[config.mk]
export PLATFORM = sky130hd
export DESIGN_NAME = wca_phase_hop_seq_flat
export DESIGN_NICKNAME = d
export VERILOG_FILES = /design/src/rtl/wca_phase_hop_seq_pkg.sv /design/src/rtl/wca_phase_hop_seq_if.sv /design/src/rtl/wca_hop_table.sv /design/src/rtl/wca_phase_hop_seq.sv /design/src/flat_wrapper.sv
export SDC_FILE = /design/constraint.sdc
export NUM_CORES = 1
export LEC_CHECK = 0
export ABC_CLOCK_PERIOD_IN_PS = 6300
export CORE_ASPECT_RATIO = 0.6
export CORE_UTILIZATION = 50
export CTS_BUF_LIST = sky130_fd_sc_hd__clkbuf_16
export DETAILED_ROUTE_END_ITERATION = 10
export PLACE_DENSITY = 0.69
export SYNTH_ARGS = -nofsm -noshare
export SYNTH_HDL_FRONTEND = slang
export SYNTH_SLANG_ARGS = --single-unit
[constraint.sdc]
create_clock -name clock -period 6.3 [get_ports clock]
set_input_delay 1.89 -clock clock [delete_from_list [all_inputs] [get_ports clock]]
set_output_delay 1.89 -clock clock [all_outputs]
set_load 0.03 [all_outputs]
[src/rtl/wca_phase_hop_seq_pkg.sv]
// Shared widths, FSM encodings and hop-table entry layout for the WCA frequency-hop sequencer.
package wca_phase_hop_seq_pkg;

  localparam int unsigned RESOLUTION  = 32;
  localparam int unsigned DEPTH_LOG2  = 3;
  localparam int unsigned DWELL_WIDTH = 16;
  localparam int unsigned DEPTH       = 1 << DEPTH_LOG2;
  localparam int unsigned DWELL_MIN   = 1;

  localparam logic [1:0] ST_IDLE  = 2'd0;
  localparam logic [1:0] ST_LOAD  = 2'd1;
  localparam logic [1:0] ST_DWELL = 2'd2;
  localparam logic [1:0] ST_DONE  = 2'd3;

  typedef struct packed {
    logic [RESOLUTION-1:0]  freq;
    logic [DWELL_WIDTH-1:0] dwell;
  } hop_entry_t;

  // A zero dwell would never terminate, so it is promoted to the minimum.
  function automatic logic [DWELL_WIDTH-1:0] dwell_eff(input logic [DWELL_WIDTH-1:0] d);
    return (d < DWELL_WIDTH'(DWELL_MIN)) ? DWELL_WIDTH'(DWELL_MIN) : d;
  endfunction

endpackage

[src/rtl/wca_phase_hop_seq_if.sv]
// Control/table/accumulator bundle of the hop sequencer; master = rbus config side, slave = sequencer.
interface wca_phase_hop_seq_if;
  import wca_phase_hop_seq_pkg::*;

  logic                   enable;
  logic                   strobe;
  logic                   start;
  logic                   abort;
  logic                   loop_mode;
  logic                   clr_on_hop;
  logic [DEPTH_LOG2-1:0]  num_hops;
  logic                   tbl_we;
  logic [DEPTH_LOG2-1:0]  tbl_addr;
  logic [RESOLUTION-1:0]  tbl_freq;
  logic [DWELL_WIDTH-1:0] tbl_dwell;
  logic [RESOLUTION-1:0]  freq;
  logic                   acc_strobe;
  logic                   acc_aclr;
  logic [DEPTH_LOG2-1:0]  hop_index;
  logic                   hop_pulse;
  logic                   busy;
  logic                   done;

  modport master (
    output enable, strobe, start, abort, loop_mode, clr_on_hop, num_hops,
           tbl_we, tbl_addr, tbl_freq, tbl_dwell,
    input  freq, acc_strobe, acc_aclr, hop_index, hop_pulse, busy, done
  );

  modport slave (
    input  enable, strobe, start, abort, loop_mode, clr_on_hop, num_hops,
           tbl_we, tbl_addr, tbl_freq, tbl_dwell,
    output freq, acc_strobe, acc_aclr, hop_index, hop_pulse, busy, done
  );

endinterface

[src/rtl/wca_hop_table.sv]
// Hop table RAM: one write port, one synchronous read port, write-first on address collision.
module wca_hop_table
  import wca_phase_hop_seq_pkg::*;
(
  input  logic                  clock,
  input  logic                  we,
  input  logic [DEPTH_LOG2-1:0] waddr,
  input  hop_entry_t            wdata,
  input  logic [DEPTH_LOG2-1:0] raddr,
  output hop_entry_t            rdata
);

  hop_entry_t mem [DEPTH];

  // Storage is deliberately left unreset; contents are defined only once written.
  always_ff @(posedge clock) begin
    if (we) begin
      mem[waddr] <= wdata;
    end
    rdata <= (we && (waddr == raddr)) ? wdata : mem[raddr];
  end

endmodule

[src/rtl/wca_phase_hop_seq.sv]
// Frequency-hop sequencer: walks the hop table, drives freq and gates sample strobes for each dwell.
module wca_phase_hop_seq
  import wca_phase_hop_seq_pkg::*;
(
  input  logic            clock,
  input  logic            reset_n,
  wca_phase_hop_seq_if.slave bus
);

  logic [1:0]             state_q, state_d;
  logic [DEPTH_LOG2-1:0]  idx_q, idx_d;
  logic [DWELL_WIDTH-1:0] cnt_q, cnt_d;
  logic                   first_q, first_d;
  logic                   pend_q, pend_d;
  logic [RESOLUTION-1:0]  freq_q, freq_d;
  logic [DEPTH_LOG2-1:0]  hop_index_q, hop_index_d;
  logic                   acc_strobe_q, acc_strobe_d;
  logic                   acc_aclr_q, acc_aclr_d;
  logic                   hop_pulse_q, hop_pulse_d;
  logic                   busy_q, busy_d;
  logic                   done_q, done_d;

  logic                   hit;
  logic                   last;
  logic [DWELL_WIDTH-1:0] cnt_cur;
  logic [DWELL_WIDTH-1:0] cnt_dec;
  hop_entry_t             wr_entry;
  hop_entry_t             rd_entry;

  assign wr_entry.freq  = bus.tbl_freq;
  assign wr_entry.dwell = bus.tbl_dwell;

  wca_hop_table u_table (
    .clock (clock),
    .we    (bus.tbl_we),
    .waddr (bus.tbl_addr),
    .wdata (wr_entry),
    .raddr (idx_q),
    .rdata (rd_entry)
  );

  // Next state and registered-output values.
  always_comb begin
    state_d      = state_q;
    idx_d        = idx_q;
    cnt_d        = cnt_q;
    first_d      = 1'b0;
    pend_d       = 1'b0;
    freq_d       = freq_q;
    hop_index_d  = hop_index_q;
    acc_strobe_d = 1'b0;
    acc_aclr_d   = 1'b0;
    hop_pulse_d  = 1'b0;
    done_d       = 1'b0;
    hit          = bus.strobe & bus.enable;
    last         = (idx_q >= bus.num_hops);
    cnt_cur      = cnt_q;
    cnt_dec      = '0;

    if (bus.abort) begin
      state_d    = ST_IDLE;
      acc_aclr_d = 1'b1;
    end else begin
      case (state_q)
        ST_IDLE: begin
          if (bus.start) begin
            state_d    = ST_LOAD;
            idx_d      = '0;
            acc_aclr_d = bus.clr_on_hop;
          end
        end
        ST_LOAD: begin
          state_d = ST_DWELL;
          first_d = 1'b1;
          pend_d  = hit;
        end
        ST_DWELL: begin
          // Entry cycle: present the new word and absorb a strobe held over from LOAD.
          if (first_q) begin
            freq_d      = rd_entry.freq;
            hop_index_d = idx_q;
            hop_pulse_d = 1'b1;
            cnt_cur     = dwell_eff(rd_entry.dwell);
            hit         = hit | pend_q;
          end
          cnt_dec = DWELL_WIDTH'(cnt_cur - 1'b1);
          cnt_d   = cnt_cur;
          if (hit) begin
            acc_strobe_d = 1'b1;
            cnt_d        = cnt_dec;
            if (cnt_dec == '0) begin
              if (last && !bus.loop_mode) begin
                state_d = ST_DONE;
                done_d  = 1'b1;
              end else begin
                state_d    = ST_LOAD;
                idx_d      = last ? '0 : DEPTH_LOG2'(idx_q + 1'b1);
                acc_aclr_d = bus.clr_on_hop;
              end
            end
          end
        end
        ST_DONE: begin
          state_d = ST_IDLE;
        end
        default: begin
          state_d = ST_IDLE;
        end
      endcase
    end

    busy_d = (state_d == ST_LOAD) || (state_d == ST_DWELL);
  end

  always_ff @(posedge clock or negedge reset_n) begin
    if (!reset_n) begin
      state_q      <= ST_IDLE;
      idx_q        <= '0;
      cnt_q        <= '0;
      first_q      <= 1'b0;
      pend_q       <= 1'b0;
      freq_q       <= '0;
      hop_index_q  <= '0;
      acc_strobe_q <= 1'b0;
      acc_aclr_q   <= 1'b0;
      hop_pulse_q  <= 1'b0;
      busy_q       <= 1'b0;
      done_q       <= 1'b0;
    end else begin
      state_q      <= state_d;
      idx_q        <= idx_d;
      cnt_q        <= cnt_d;
      first_q      <= first_d;
      pend_q       <= pend_d;
      freq_q       <= freq_d;
      hop_index_q  <= hop_index_d;
      acc_strobe_q <= acc_strobe_d;
      acc_aclr_q   <= acc_aclr_d;
      hop_pulse_q  <= hop_pulse_d;
      busy_q       <= busy_d;
      done_q       <= done_d;
    end
  end

  assign bus.freq       = freq_q;
  assign bus.acc_strobe = acc_strobe_q;
  assign bus.acc_aclr   = acc_aclr_q;
  assign bus.hop_index  = hop_index_q;
  assign bus.hop_pulse  = hop_pulse_q;
  assign bus.busy       = busy_q;
  assign bus.done       = done_q;

endmodule
[src/flat_wrapper.sv]
// flat-port wrapper written by rule: the top's interface ports become plain ports
module wca_phase_hop_seq_flat import wca_phase_hop_seq_pkg::*;
  (clock, reset_n, bus_enable, bus_strobe, bus_start, bus_abort, bus_loop_mode, bus_clr_on_hop, bus_num_hops, bus_tbl_we, bus_tbl_addr, bus_tbl_freq, bus_tbl_dwell, bus_freq, bus_acc_strobe, bus_acc_aclr, bus_hop_index, bus_hop_pulse, bus_busy, bus_done);
  wca_phase_hop_seq_if bus_i ();
  input  logic clock;
  input  logic reset_n;
  input wire logic [$bits(bus_i.enable)-1:0] bus_enable;
  input wire logic [$bits(bus_i.strobe)-1:0] bus_strobe;
  input wire logic [$bits(bus_i.start)-1:0] bus_start;
  input wire logic [$bits(bus_i.abort)-1:0] bus_abort;
  input wire logic [$bits(bus_i.loop_mode)-1:0] bus_loop_mode;
  input wire logic [$bits(bus_i.clr_on_hop)-1:0] bus_clr_on_hop;
  input wire logic [$bits(bus_i.num_hops)-1:0] bus_num_hops;
  input wire logic [$bits(bus_i.tbl_we)-1:0] bus_tbl_we;
  input wire logic [$bits(bus_i.tbl_addr)-1:0] bus_tbl_addr;
  input wire logic [$bits(bus_i.tbl_freq)-1:0] bus_tbl_freq;
  input wire logic [$bits(bus_i.tbl_dwell)-1:0] bus_tbl_dwell;
  output wire logic [$bits(bus_i.freq)-1:0] bus_freq;
  output wire logic [$bits(bus_i.acc_strobe)-1:0] bus_acc_strobe;
  output wire logic [$bits(bus_i.acc_aclr)-1:0] bus_acc_aclr;
  output wire logic [$bits(bus_i.hop_index)-1:0] bus_hop_index;
  output wire logic [$bits(bus_i.hop_pulse)-1:0] bus_hop_pulse;
  output wire logic [$bits(bus_i.busy)-1:0] bus_busy;
  output wire logic [$bits(bus_i.done)-1:0] bus_done;
  assign bus_i.enable = bus_enable;
  assign bus_i.strobe = bus_strobe;
  assign bus_i.start = bus_start;
  assign bus_i.abort = bus_abort;
  assign bus_i.loop_mode = bus_loop_mode;
  assign bus_i.clr_on_hop = bus_clr_on_hop;
  assign bus_i.num_hops = bus_num_hops;
  assign bus_i.tbl_we = bus_tbl_we;
  assign bus_i.tbl_addr = bus_tbl_addr;
  assign bus_i.tbl_freq = bus_tbl_freq;
  assign bus_i.tbl_dwell = bus_tbl_dwell;
  assign bus_freq = bus_i.freq;
  assign bus_acc_strobe = bus_i.acc_strobe;
  assign bus_acc_aclr = bus_i.acc_aclr;
  assign bus_hop_index = bus_i.hop_index;
  assign bus_hop_pulse = bus_i.hop_pulse;
  assign bus_busy = bus_i.busy;
  assign bus_done = bus_i.done;
  wca_phase_hop_seq u_core (.clock(clock), .reset_n(reset_n), .bus(bus_i));
endmodule
==> flow_metrics.env, run 1 <==
export IMPL_cp_slowest_cell="nor2b_1"
export IMPL_synthDistinctLibCells=54
export IMPL_rr_worst_depth=14
export IMPL_cts_inserted_buffers=40
export IMPL_synth_edff_count=384
export IMPL_synth_top_family_by_area="multiplexers"
export IMPL_rsz0062_at_grt="false"
export IMPL_use_met1_pct=30.84
export IMPL_cts_setup_buffers=0
export IMPL_vdd_drop_max_mv=0.2429
export IMPL_synthAdderAreaFrac_pct=0.4262
export IMPL_initial_core_util_pct=51.57
export IMPL_final_area_mm2=0.02047
export IMPL_area_delta_synth_final_pct=16.23
export IMPL_drv_cap=0
export IMPL_grt_pass1_vias=9018
export IMPL_syn_avg_cell_area_um2=18.54
export IMPL_min_period_ps=4680
export IMPL_setup_worst_path_end="u_core.idx_q[1]$_DFFE_PN0P_"
export IMPL_cp_max_fo=32
export IMPL_yosysSeqAreaShare_pct=74.75
export IMPL_tightest_slew_ps=1114
export IMPL_core_area_mm2=0.03416
export IMPL_worst_setup_path_type="flip-flop to flip-flop"
export IMPL_hold_viol=0
export IMPL_cts_sinks=450
export IMPL_drtIter0Drc=649
export IMPL_synthArstFlopShare_pct=14.00
export IMPL_critPathTopFamily="simple AND/OR/NAND/NOR gates"
export IMPL_rows=52
export IMPL_dpl_instance_area_mm2=0.01923
export IMPL_worstSetupPathDepth=14
export IMPL_final_period_utilization_pct=74.28
export IMPL_slew_violations=0
export IMPL_slew_headroom_pct=25.56
export IMPL_synth_simple_area_share_pct=4.013
export IMPL_synthMuxAreaShare_pct=14.61
export IMPL_start_kind="flip-flop"
export IMPL_hold_class="flip-flop to flip-flop"
export IMPL_track_usage_pct=20.24
export IMPL_insertion_delay_ps=540
export IMPL_fin_nets=1139
export IMPL_die_h_um=147.4
export IMPL_crit_required_ps=6720
export IMPL_die_area_mm2=0.03601
export IMPL_register_area_mm2=0.01318
export IMPL_clock_path_buffers=3
export IMPL_drive_above_1_share_pct=15.70
export IMPL_ys_warn_count=0
export IMPL_antenna_found_initial=1
export IMPL_root_buffer="clkbuf_16"
export IMPL_synth_xor_area_share_pct=0.8452
export IMPL_reg2reg_slack_ps=1620
export IMPL_viasPerCell=5.647
export IMPL_pin_count=103
export IMPL_path_cells="nor2b_1 -> a22oi_1 -> a22oi_1 -> nand4_1 -> nor4_1 -> o22ai_1 -> inv_1 -> ha_1 -> nand4b_1 -> a211oi_1 -> o2111ai_1 -> or4_4 -> a21oi_1 -> mux2_2"
export IMPL_vias=8821
export IMPL_grt_ovfl_total=0
export IMPL_p_leak_nw=6.699
export IMPL_ys_top_cells_by_area="edfxtp_1 65%, mux4_2 9.2%, dfrtp_1 8.9%"
export IMPL_status="finished, final reports clean"
export IMPL_htreeDepth=2
export IMPL_wirelength_um=35050
export IMPL_synth_cells=950
export IMPL_synth_nets=1019
export IMPL_port_buffers=102
export IMPL_hold_buffers=0
export IMPL_drc=0
export IMPL_setup_violations=0
export IMPL_path_clk_slew_ps=70
export IMPL_fin_setup_tns_ps=0
export IMPL_grt_max_degree=64
export IMPL_slowest_delay_ps=840
export IMPL_synth_compound_area_share_pct=3.907
export IMPL_max_freq_ghz=0.2137
export IMPL_cts_resized=0
export IMPL_grt_pass1_wl_um=54990
export IMPL_die_w_um=244.3
export IMPL_synthFlopType="edfxtp_1"
export IMPL_nFillCells=2470
export IMPL_ant_nets=0
export IMPL_ys_ff_latch=450
export IMPL_wl_per_cell_um=22.44
export IMPL_yosysMostFrequentCell="edfxtp_1"
export IMPL_power_density_mw_per_mm2=332.1
export IMPL_hpwl_um=19970
export IMPL_synth_top_area_cell="edfxtp_1"
export IMPL_skew_ps=14.00
export IMPL_place_congestion=0.8534
export IMPL_multiInputGateArea_mm2=0.004249
export IMPL_arrival_ps=5100
export IMPL_end_kind="flip-flop"
export IMPL_synth_top_area_share_pct=65.46
export IMPL_grtUsageMet3_pct=3.413
export IMPL_grt_use_met2_pct=30.97
export IMPL_cts_tree="yes"
export IMPL_netlist_area_mm2=0.01762
export IMPL_critical_path_buf_inv_count=1
export IMPL_rr_endpoint="u_core.idx_q[1]$_DFFE_PN0P_"
export IMPL_synth_common_cells="384 x edfxtp_1, 85 x mux2i_1, 72 x mux4_2, 63 x dfrtp_1, 49 x nor2_1"
export IMPL_grt_busiest_layer="met2"
export IMPL_dr_pass1_iters=5
export IMPL_crit_top_cell="a22oi_1"
-- layout by cell type (no fill, tap or decap), types with 5 or more instances in the layout --
cell type and n:
nor2b_1 14, dfrtp_1 63, clkdlybuf4s50_1 101, nand2b_1 5, nand3_1 10, a31oi_1 8
nor2_4 6, inv_1 24, mux4_2 72, clkbuf_16 42, mux2i_1 85, a22oi_1 23
nor3_1 5, nand2_1 36, xnor2_1 13, clkinv_2 5, edfxtp_1 384, clkinv_1 11
o21ai_0 22, a21oi_1 35, mux2_2 9, nor2_1 43, ha_1 6, buf_4 20
-- cell families after synthesis --
group,after synthesis
buffers and inverters,56
AOI/OAI and AO/OA,109
xor gates and xnor gates,17
and+or+nand+nor,146
adders and majority gates,6
muxes,166
DFF,450
-- worst min path at each step --
| stage | slack [ps] | from | cells after the start | endpoint |
|---|---|---|---|---|
| 4_1_cts | 480 | u_core.cnt_q[11]$_DFFE_PN0P_ | 2 | u_core.cnt_q[11]$_DFFE_PN0P_ |
| 2_1_floorplan | 400 | u_core.idx_q[2]$_DFFE_PN0P_ | 0 | flip-flop |
| 3_3_place_gp | 450 | u_core.cnt_q[13]$_DFFE_PN0P_ | 2 | u_core.cnt_q[13]$_DFFE_PN0P_ |
| 6_report | 480 | u_core.cnt_q[11]$_DFFE_PN0P_ | 2 | u_core.cnt_q[11]$_DFFE_PN0P_ |
| 5_1_grt | 500 | u_core.state_q[0]$_DFF_PN0_ | 1 | u_core.state_q[0]$_DFF_PN0_ |
| 3_5_place_dp | 470 | u_core.cnt_q[7]$_DFFE_PN0P_ | 2 | u_core.cnt_q[7]$_DFFE_PN0P_ |
-- layer usage --
layer	vias up	wire (um)
li1	4017	-
met1	4527	16390
met2	237	16220
met3	40	1931
met4	0	503
met5	-	0
-- tightest hold or removal path, cell delays in order (launching register included) --
cell and delay [ps]:
dfrtp_1 330, nand2_1 50, o21ai_0 60
-- area by class of cell --
cell class / count / share of cell area [%]
Timing Repair Buffer: 122 / 5.769
Antenna cell: 1 / 0.01222
Tap cell: 459 / 2.805
Multi-Input combinational cell: 444 / 20.75
Clock inverter: 32 / 0.9533
Clock buffer: 42 / 5.133
Sequential cell: 450 / 64.35
Inverter: 12 / 0.2200
-- flip-flops by register name, indices dropped and copies added (netlist names), named ones only --
register	flops
u_core.bus.acc_strobe	1
u_core.bus.done	1
u_core.first_q	1
u_core.u_table.mem	384
u_core.bus.freq	32
u_core.bus.busy	1
u_core.cnt_q	16
u_core.bus.acc_aclr	1
u_core.state_q	2
u_core.pend_q	1
u_core.bus.hop_index	3
u_core.idx_q	3
u_core.bus.hop_pulse	1
-- power breakdown --
group / internal, mW / switching (mW)
clock network: 1.29 / 1.04
registers: 3.42 / 0.0970
logic: 0.420 / 0.528
-- metrics by stage --
stage	hold WS [ps]	std cells	util, %	setup WS (ps)	total power, mW
2_1_floorplan	398.4	950	-	438.8	4.189
3_3_place_gp	453.5	1487	56.29	1689	4.507
3_5_place_dp	466.5	1487	56.29	1674	4.528
4_1_cts	481.0	1561	59.93	1655	6.857
5_1_grt	502.5	1562	59.94	1330	7.074
6_report	481.2	1562	59.94	1620	6.799
Power figures use the tool's default switching activity.
==> run 2: changes to the inputs <==
--- a/config.mk
+++ b/config.mk
@@ -5,12 +5,12 @@
 export SDC_FILE = /design/constraint.sdc
 export NUM_CORES = 1
 export LEC_CHECK = 0
-export ABC_CLOCK_PERIOD_IN_PS = 6300
+export ABC_CLOCK_PERIOD_IN_PS = 4300
 export CORE_ASPECT_RATIO = 0.6
 export CORE_UTILIZATION = 50
 export CTS_BUF_LIST = sky130_fd_sc_hd__clkbuf_16
 export DETAILED_ROUTE_END_ITERATION = 10
-export PLACE_DENSITY = 0.69
+export PLACE_DENSITY = 0.71
 export SYNTH_ARGS = -nofsm -noshare
 export SYNTH_HDL_FRONTEND = slang
 export SYNTH_SLANG_ARGS = --single-unit
==> constraint.sdc (replaced) <==
create_clock -name clock -period 4.3 [get_ports clock]
set_input_delay 1.29 -clock clock [delete_from_list [all_inputs] [get_ports clock]]
set_output_delay 1.29 -clock clock [all_outputs]
set_load 0.03 [all_outputs]
==> run 2 against run 1 <==
Net effect:
- global-route usage down 0.55 points
- sequential power is 46% higher
- power grew 50%
- largest cell class unchanged
- sequential cell count did not move
- critical path depth increased by 1
- non-clock buffer count increased by 22
- worst hold slack lost 7.2 ps
==> flow_metrics.env, run 2 (synthesis gave the netlist of run 1 again) <==
export IMPL_critical_path_buf_inv_count=2
export IMPL_regMostFlops="u_core.u_table.mem"
export IMPL_skew_ps=10.82
export IMPL_htreeDepth=2
export IMPL_crit_required_ps=4760
export IMPL_slowest_delay_ps=520
export IMPL_final_period_utilization_pct=92.27
export IMPL_dp_cells=1506
export IMPL_drtIter0Drc=728
export IMPL_slew_violations=0
export IMPL_viasPerCell=5.582
export IMPL_nFillCells=2430
export IMPL_wl_per_cell_um=21.85
export IMPL_reg2reg_slack_ps=330
export IMPL_final_common_cell="edfxtp_1"
export IMPL_hold_slack_ps=473.9
export IMPL_switching_share_pct=23.84
export IMPL_dr_pass1_iters=5
export IMPL_cts_inserted_buffers=41
export IMPL_grt_max_degree=59
export IMPL_antenna_found_initial=1
export IMPL_path_cells="buf_12 -> mux2i_1 -> a22oi_1 -> nand3_1 -> nand4_1 -> nor4_1 -> o22ai_1 -> inv_1 -> ha_1 -> nand4b_1 -> a211oi_2 -> o2111ai_1 -> or4_4 -> or4b_1 -> o22ai_1"
export IMPL_multiInputGateArea_mm2=0.004270
export IMPL_tightest_slew_ps=934.0
export IMPL_largest_reg_flops=384
export IMPL_worst_setup_path_type="flip-flop to flip-flop"
export IMPL_final_area_mm2=0.02088
export IMPL_hpwl_um=20100
export IMPL_cp_slowest_cell="or4b_1"
export IMPL_fin_nets=1162
export IMPL_p_comb_share_pct=14.3
export IMPL_end_kind="flip-flop"
export IMPL_cts_sinks=450
export IMPL_drc=0
export IMPL_clock_path_buffers=3
export IMPL_wirelength_um=34640
export IMPL_vias=8847
export IMPL_initial_core_util_pct=51.57
export IMPL_min_period_ps=3967
export IMPL_power_density_mw_per_mm2=488.4
export IMPL_layout_common_cells="384 x edfxtp_1, 101 x clkdlybuf4s50_1, 84 x mux2i_1"
export IMPL_clock_power_share_pct=35.4
export IMPL_die_h_um=147.4
export IMPL_internal_power_mw=7.768
export IMPL_drv_cap=0
export IMPL_cp_max_fo=29
export IMPL_setup_violations=0
export IMPL_hold_class="flip-flop to flip-flop"
export IMPL_crit_top_cell="o22ai_1"
export IMPL_pin_count=103
export IMPL_grt_pass1_vias=9025
export IMPL_min_from="u_core.cnt_q[8]$_DFFE_PN0P_"
export IMPL_rsz0062_at_grt="false"
export IMPL_die_w_um=244.3
export IMPL_worstSetupPathDepth=15
export IMPL_finalPower_mw=10.20
export IMPL_arrival_ps=4430
export IMPL_insertion_delay_ps=540
export IMPL_die_area_mm2=0.03601
export IMPL_rr_endpoint="u_core.idx_q[2]$_DFFE_PN0P_"
export IMPL_max_freq_ghz=0.2521
export IMPL_seqPwrFrac_pct=50.3
export IMPL_core_area_mm2=0.03416
export IMPL_start_kind="flip-flop"
export IMPL_register_area_mm2=0.01318
export IMPL_hold_buffers=0
export IMPL_area_delta_synth_final_pct=18.55
export IMPL_slew_headroom_pct=37.73
export IMPL_status="finished, final reports clean"
export IMPL_p_leak_nw=6.900
export IMPL_hold_end="u_core.cnt_q[8]$_DFFE_PN0P_"
export IMPL_p_switching_mw=2.432
export IMPL_grt_ovfl_total=0
export IMPL_critPathTopFamily="simple AND/OR/NAND/NOR gates"
export IMPL_rr_worst_depth=15
export IMPL_track_usage_pct=19.69
export IMPL_grt_pass1_wl_um=53590
export IMPL_stdcell_count=1585
export IMPL_drive_above_1_share_pct=17.78
export IMPL_root_buffer="clkbuf_16"
export IMPL_cts_tree="yes"
export IMPL_rows=52
export IMPL_port_buffers=102
export IMPL_path_clk_slew_ps=60
export IMPL_fin_setup_tns_ps=0
export IMPL_ant_nets=0
export IMPL_hold_viol=0
export IMPL_place_congestion=0.8428
export IMPL_dpl_instance_area_mm2=0.01952
export IMPL_whs_path_depth=2
export IMPL_vdd_drop_max_mv=0.3169
[run 2: changes by cell type in the layout (fill, tap and decap cells not counted), sizes merged]
cell	previous run	this run
buf	21	43
clkinv	17	10
inv	24	29
bufinv	2	6
clkbuf	42	41
[run 2: worst register-to-register path: stages (launching register included)]
cell,delay (ps)
dfxtp_2,390
buf_12,250
mux2i_1,300
a22oi_1,140
nand3_1,200
nand4_1,260
nor4_1,340
o22ai_1,130
inv_1,90
ha_1,130
nand4b_1,110
a211oi_2,250
o2111ai_1,150
or4_4,470
or4b_1,520
o22ai_1,150
[run 2: worst max path at each step]
stage / startpoint / to / slack, ps
floorplan: bus_tbl_addr[2] / u_core.u_table.mem[1][0]$_DFFE_PP_ / 330
global placement: bus_num_hops[0] / u_core.idx_q[1]$_DFFE_PN0P_ / 280
detailed placement: flip-flop / u_core.idx_q[2]$_DFFE_PN0P_ / 200
CTS: flip-flop / u_core.idx_q[2]$_DFFE_PN0P_ / 170
global route: flip-flop / u_core.idx_q[0]$_DFFE_PN0P_ / 80
finish: flip-flop / u_core.idx_q[2]$_DFFE_PN0P_ / 330
[run 2: final cells by class]
class                      count  share of cell area (%)
sequential                   450                   63.10
multi-input combinational    444                   20.45
timing repair buffer         144                   7.106
clock buffer                  41                   4.913
tap                          459                   2.750
clock inverter                34                   1.456
inverter                      12                  0.2157
antenna                        1                 0.01198
[run 2: power groups by stage]
stage / sequential (mW) / combinational (mW) / clock [mW]
floorplan: 5.35 / 0.791 / 0
global placement: 5.22 / 1.43 / 0
detailed placement: 5.22 / 1.45 / 0
CTS: 5.13 / 1.46 / 3.70
global route: 5.15 / 1.59 / 3.86
finish: 5.13 / 1.46 / 3.61
[run 2: what timing repair did]
action,in CTS,in global routing
gates resized for setup,0,2
buffers inserted,0,3
endpoints found under the setup margin,0,3
[run 2: metal layers]
layer  routed length, um  GRT usage [%]
met3                1683          3.595
met4                 388          3.562
met2               16250          30.80
met5                   0              0
met1               16310          29.53
[run 2: per-stage QoR]
stage | setup WS, ps | utilization, %
floorplan | 326.5 | -
global placement | 278.0 | 57.14
detailed placement | 196.2 | 57.14
CTS | 167.2 | 61.04
global route | 83.99 | 61.13
finish | 332.6 | 61.14
